## src/rtl/audio_pkg.sv

```systemverilog
`default_nettype none
// ============================================================================
// Package    : audio_pkg
// Description: Shared sample and stereo-frame types for the I2S audio path.
// Revision   : 1.0 - initial release
// ============================================================================
package audio_pkg;

    localparam int SAMPLE_W = 16;

    typedef logic [SAMPLE_W-1:0] sample_t;

    typedef struct packed {
        sample_t l;
        sample_t r;
    } stereo_t;

endpackage : audio_pkg
`default_nettype wire

```

## src/rtl/stereo_sample_fifo.sv

```systemverilog
`default_nettype none
// ============================================================================
// Module     : stereo_sample_fifo
// Description: First-word-fall-through synchronous FIFO with flush and level.
// Revision   : 1.0 - initial release
// ============================================================================
module stereo_sample_fifo
    import audio_pkg::*;
#(
    parameter int  DEPTH = 8,
    parameter type T     = stereo_t
) (
    input  logic                     clk,
    input  logic                     rst,
    input  logic                     clear,
    input  logic                     push,
    input  T                         push_data,
    input  logic                     pop,
    output T                         head,
    output logic                     full,
    output logic                     empty,
    output logic [$clog2(DEPTH):0]   level
);

    localparam int               c_AW   = $clog2(DEPTH);
    localparam logic [c_AW:0]    c_FULL = (c_AW+1)'(DEPTH);

    T                  r_mem [DEPTH];
    logic [c_AW-1:0]   r_wr_ptr;
    logic [c_AW-1:0]   r_rd_ptr;
    logic [c_AW:0]     r_level;

    logic              w_do_push;
    logic              w_do_pop;

    // A push into a full FIFO is only legal when the head leaves the same cycle.
    assign w_do_pop  = pop & ~empty;
    assign w_do_push = push & (~full | w_do_pop);

    assign full  = (r_level == c_FULL);
    assign empty = (r_level == '0);
    assign level = r_level;
    assign head  = empty ? T'('0) : r_mem[r_rd_ptr];

    always_ff @(posedge clk) begin
        if (rst || clear) begin
            r_wr_ptr <= '0;
            r_rd_ptr <= '0;
            r_level  <= '0;
        end else begin
            if (w_do_push) begin
                r_wr_ptr <= r_wr_ptr + c_AW'(1);
            end
            if (w_do_pop) begin
                r_rd_ptr <= r_rd_ptr + c_AW'(1);
            end
            case ({w_do_push, w_do_pop})
                2'b10:   r_level <= r_level + (c_AW+1)'(1);
                2'b01:   r_level <= r_level - (c_AW+1)'(1);
                default: r_level <= r_level;
            endcase
        end
    end

    always_ff @(posedge clk) begin
        if (w_do_push && !rst && !clear) begin
            r_mem[r_wr_ptr] <= push_data;
        end
    end

endmodule : stereo_sample_fifo
`default_nettype wire

```

## src/rtl/i2s_frame_buffer.sv

```systemverilog
`default_nettype none
// ============================================================================
// Module     : i2s_frame_buffer
// Description: Captures one L/R pair per I2S frame into a FWFT FIFO and
//              presents it as a valid/ready stream with drop accounting.
// Revision   : 1.0 - initial release
// ============================================================================
module i2s_frame_buffer
    import audio_pkg::*;
#(
    parameter int WIDTH = 16,
    parameter int DEPTH = 8
) (
    input  logic                     mclk,
    input  logic                     rst,
    input  logic                     clear,
    input  logic                     enable,
    input  logic                     ws,
    input  logic [WIDTH-1:0]         rx_data_l,
    input  logic [WIDTH-1:0]         rx_data_r,
    output logic                     m_valid,
    input  logic                     m_ready,
    output logic [WIDTH-1:0]         m_data_l,
    output logic [WIDTH-1:0]         m_data_r,
    output logic [$clog2(DEPTH):0]   level,
    output logic                     overflow,
    output logic [15:0]              drop_count
);

    localparam logic [15:0] c_DROP_MAX = 16'hFFFF;

    logic       r_ws_q;
    logic       r_overflow;
    logic [15:0] r_drop_count;

    logic       w_frame_evt;
    logic       w_pop;
    logic       w_full;
    logic       w_empty;
    logic       w_drop;
    stereo_t    w_push_data;
    stereo_t    w_head;

    // A falling ws edge means the previous left/right pair is complete.
    assign w_frame_evt = r_ws_q & ~ws & enable;
    assign w_pop       = ~w_empty & m_ready;
    assign w_drop      = w_frame_evt & w_full & ~w_pop & ~clear;

    assign w_push_data.l = sample_t'(rx_data_l);
    assign w_push_data.r = sample_t'(rx_data_r);

    stereo_sample_fifo #(
        .DEPTH (DEPTH),
        .T     (stereo_t)
    ) u_fifo (
        .clk       (mclk),
        .rst       (rst),
        .clear     (clear),
        .push      (w_frame_evt),
        .push_data (w_push_data),
        .pop       (w_pop),
        .head      (w_head),
        .full      (w_full),
        .empty     (w_empty),
        .level     (level)
    );

    assign m_valid    = ~w_empty;
    assign m_data_l   = WIDTH'(w_head.l);
    assign m_data_r   = WIDTH'(w_head.r);
    assign overflow   = r_overflow;
    assign drop_count = r_drop_count;

    // ws history survives clear so a falling edge in that cycle is not lost.
    always_ff @(posedge mclk) begin
        if (rst) begin
            r_ws_q <= 1'b0;
        end else begin
            r_ws_q <= ws;
        end
    end

    always_ff @(posedge mclk) begin
        if (rst || clear) begin
            r_overflow   <= 1'b0;
            r_drop_count <= '0;
        end else if (w_drop) begin
            r_overflow <= 1'b1;
            if (r_drop_count != c_DROP_MAX) begin
                r_drop_count <= r_drop_count + 16'd1;
            end
        end
    end

endmodule : i2s_frame_buffer
`default_nettype wire

```

## config.mk

```make
export PLATFORM = sky130hd
export DESIGN_NAME = i2s_frame_buffer
export DESIGN_NICKNAME = d
export VERILOG_FILES = /design/src/rtl/audio_pkg.sv /design/src/rtl/stereo_sample_fifo.sv /design/src/rtl/i2s_frame_buffer.sv
export SDC_FILE = /design/constraint.sdc
export NUM_CORES = 1
export LEC_CHECK = 0
export CAP_MARGIN = 0
export CORE_MARGIN = 2
export CORE_UTILIZATION = 42
export DETAILED_ROUTE_END_ITERATION = 16
export PLACE_DENSITY = 0.73
export SYNTH_ARGS = -nofsm -noshare
export SYNTH_HDL_FRONTEND = slang
export SYNTH_SLANG_ARGS = --single-unit
```

## constraint.sdc

```tcl
create_clock -name mclk -period 5.04 [get_ports mclk]
set_clock_uncertainty 0.05 [all_clocks]
set_input_delay 1.008 -clock mclk [delete_from_list [all_inputs] [get_ports mclk]]
set_output_delay 1.008 -clock mclk [all_outputs]
set_load 0.05 [all_outputs]
```

==> flow_summary.ini <==
[outcome]
outcome = completed

[global_route]
grt_pass1_vias = 5968
grt_pass1_wl_um = 34000
grt_max_degree = 65
antenna_found_initial = 2
groute.usage.overall = 0.155
overflow = 0

[yosys]
synth_ff_type = edfxtp_1
yosys_warnings = 0
yosysMostFrequentCell = edfxtp_1
syn_area_um2 = 11200
netlist_top_cells_count = edfxtp_1, mux4_2, nor2_1
synth_top_area_cell = edfxtp_1
async_flop_share = 0
yosys.area.top_type_share = 0.683
syn_nets = 624
synthCells = 580
seq_area_frac_synth = 0.739
synth_edf_count = 256
ys_types = 47
synth-seq-cells = 287
synth_area_leaders = edfxtp_1, mux4_2, dfxtp_1
avgSynthCellArea_um2 = 19.4

[setup_path]
critPathKind = register to output pin
worstPathRequired_ns = 3.98
path_max_fanout = 34
endpoint_kind = output pin
cp.arrival_ns = 3.22
cp-start-kind = register

[power_and_ir_drop]
p_seq_frac = 0.558
power.switching_uw = 866
power_leakage_uw = 0.00416
ir_worst_vdd_mv = 0.234
p_per_area_nw_per_um2 = 343
combPwrFrac = 0.021
power_uw = 4640
cell_internal_pwr_uw = 3770
p_clk_frac = 0.421
swShare = 0.187

[job]
max-cap-violations = 0

[layout]
regArea_um2 = 8320
nets = 732
final_area_um2 = 13500
multiInputGateArea_um2 = 2880
drive_above_1_share = 0.199
fill_cells = 2011
layout-area-overhead-vs-synth_pct = 20.2

[detailed_routing]
wire_per_inst_um = 20.6
wl_um = 21600
viasPerCell = 5.40
drc = 0
ant_nets = 0
vias = 5647
drtIter0Drc = 393
dr.pass1.iters = 5

[sta]
rsz0062_at_grt = false
drv_slew = 0
hold_viol_final = 0
fmax_ghz = 0.234
tns_ns = 0
max_slew_margin = 0.377
holdWs_ns = 0.411
period_share = 0.849
setup_violations = 0
tightest_slew_ns = 0.934
worst_slack_ns = 0.763
min_period_ns = 4.28

[floorplanning]
num_rows = 59
fp.dieArea_um2 = 28100
die_w_um = 168
io-pin-count = 92
start_util = 0.429
die_y_um = 168
core_area_um2 = 26200

[placed_design]
gp_congestion = 0.803
portBuffers = 91
dp_worst_setup_slack_ns = 1.03
hpwl_um = 13300
placed_cell_area_um2 = 12700

[cts]
cts_buffers = 28
cts_setup_buffers = 0
cts.sinks = 287
clkTransAtPathRegs_ns = 0.06
insertion_delay_ns = 0.52
root_buffer = clkbuf_16
htree_levels = 1
cts-resized-gates = 0
postCtsHoldBufs = 0
cts_tree = done
cts_buffer_depth = 3

[hold_path]
holdCritPathClass = register to register
==> worst max-delay path, cell delays in order (launching register included) <==
cell             delay [ns]
dfxtp_4                0.77
buf_12                 0.35
mux4_2                 0.54
mux2i_1                0.21
nor2_1                 0.07
clkdlybuf4s50_1        0.71
==> cells by family (layout without fill, tap and decap cells) <==
group | Yosys count | count (layout) | share of synthesized area
other | 0 | 1 | 0
muxes | 99 | 99 | 0.159
buffers and inverters | 31 | 160 | 0.0112
AOI/OAI and AO/OA | 25 | 25 | 0.0165
DFF | 287 | 287 | 0.739
and+or+nand+nor | 114 | 114 | 0.0538
adders and majority gates | 6 | 6 | 0.00667
xor gates and xnor gates | 18 | 18 | 0.0140
==> per-layer routing <==
layer  part of all wire  up-vias  global-route usage  wire length [um]
met5            0.00060        -                   0                13
li1                   -     2545                   -                 -
met4              0.024        2              0.0401               519
met2               0.50      196               0.261             10700
met3              0.054       41              0.0305              1170
met1               0.42     2863               0.209              9110
==> registers in the layout, indices dropped and copies added (netlist names), named ones only <==
register	flops
u_fifo.r_rd_ptr	3
overflow	1
u_fifo.level	4
drop_count	16
r_ws_q	1
u_fifo.r_wr_ptr	3
u_fifo.r_mem	256
==> power by group through the flow <==
stage	combinational, uW	clock [uW]	sequential, uW
floorplan	30.8	0	2640
global placement	94.9	0	2640
detailed placement	99.7	0	2640
CTS	99.9	1990	2590
global route	106	2090	2590
finish	98.6	1950	2590
==> cells in the final DEF (no fill, tap or decap), drive strengths merged, types with 2 or more instances in the layout <==
cell type        n
clkdlybuf4s50   91
nand2b           2
nand3b           2
nand2           11
or2              2
or3              3
inv              5
nand4            2
o21ai            4
mux2i           35
buf             13
nor2            60
a2111oi          2
and4bb           2
xnor2           13
edfxtp         256
nand3           11
dfxtp           31
a21oi            7
nor2b            3
a31oi            2
and3             2
nor4             2
clkbuf          42
ha               6
o211a            2
a211oi           5
nor3             6
mux4            64
xor2             5
clkinv           8
==> through the flow <==
step,util,instances
2_1_floorplan,-,580
3_3_place_gp,0.483,993
3_5_place_dp,0.483,993
4_1_cts,0.516,1044
5_1_grt,0.516,1045
6_report,0.516,1045
==> cell type report <==
| cell class | instances | share of cell area |
|---|---|---|
| clock buffers | 42 | 0.0595 |
| diodes | 1 | 0.000185 |
| clock inverters | 9 | 0.00481 |
| repair buffers | 104 | 0.0755 |
| inverters | 5 | 0.00139 |
| flip-flops and latches | 287 | 0.615 |
| multi-input cells | 262 | 0.213 |
| well taps | 335 | 0.0310 |
==> worst paths after layout <==
path	from	end	slack, ns	cells after the start
min reg2reg	overflow	overflow	0.41	2
min	overflow	overflow	0.41	2
max reg2reg	u_fifo.level[1]	u_fifo.r_mem[6][20]	2.12	6
max	register	m_data_l[2]	0.76	5
Power figures use the tool's default switching activity.
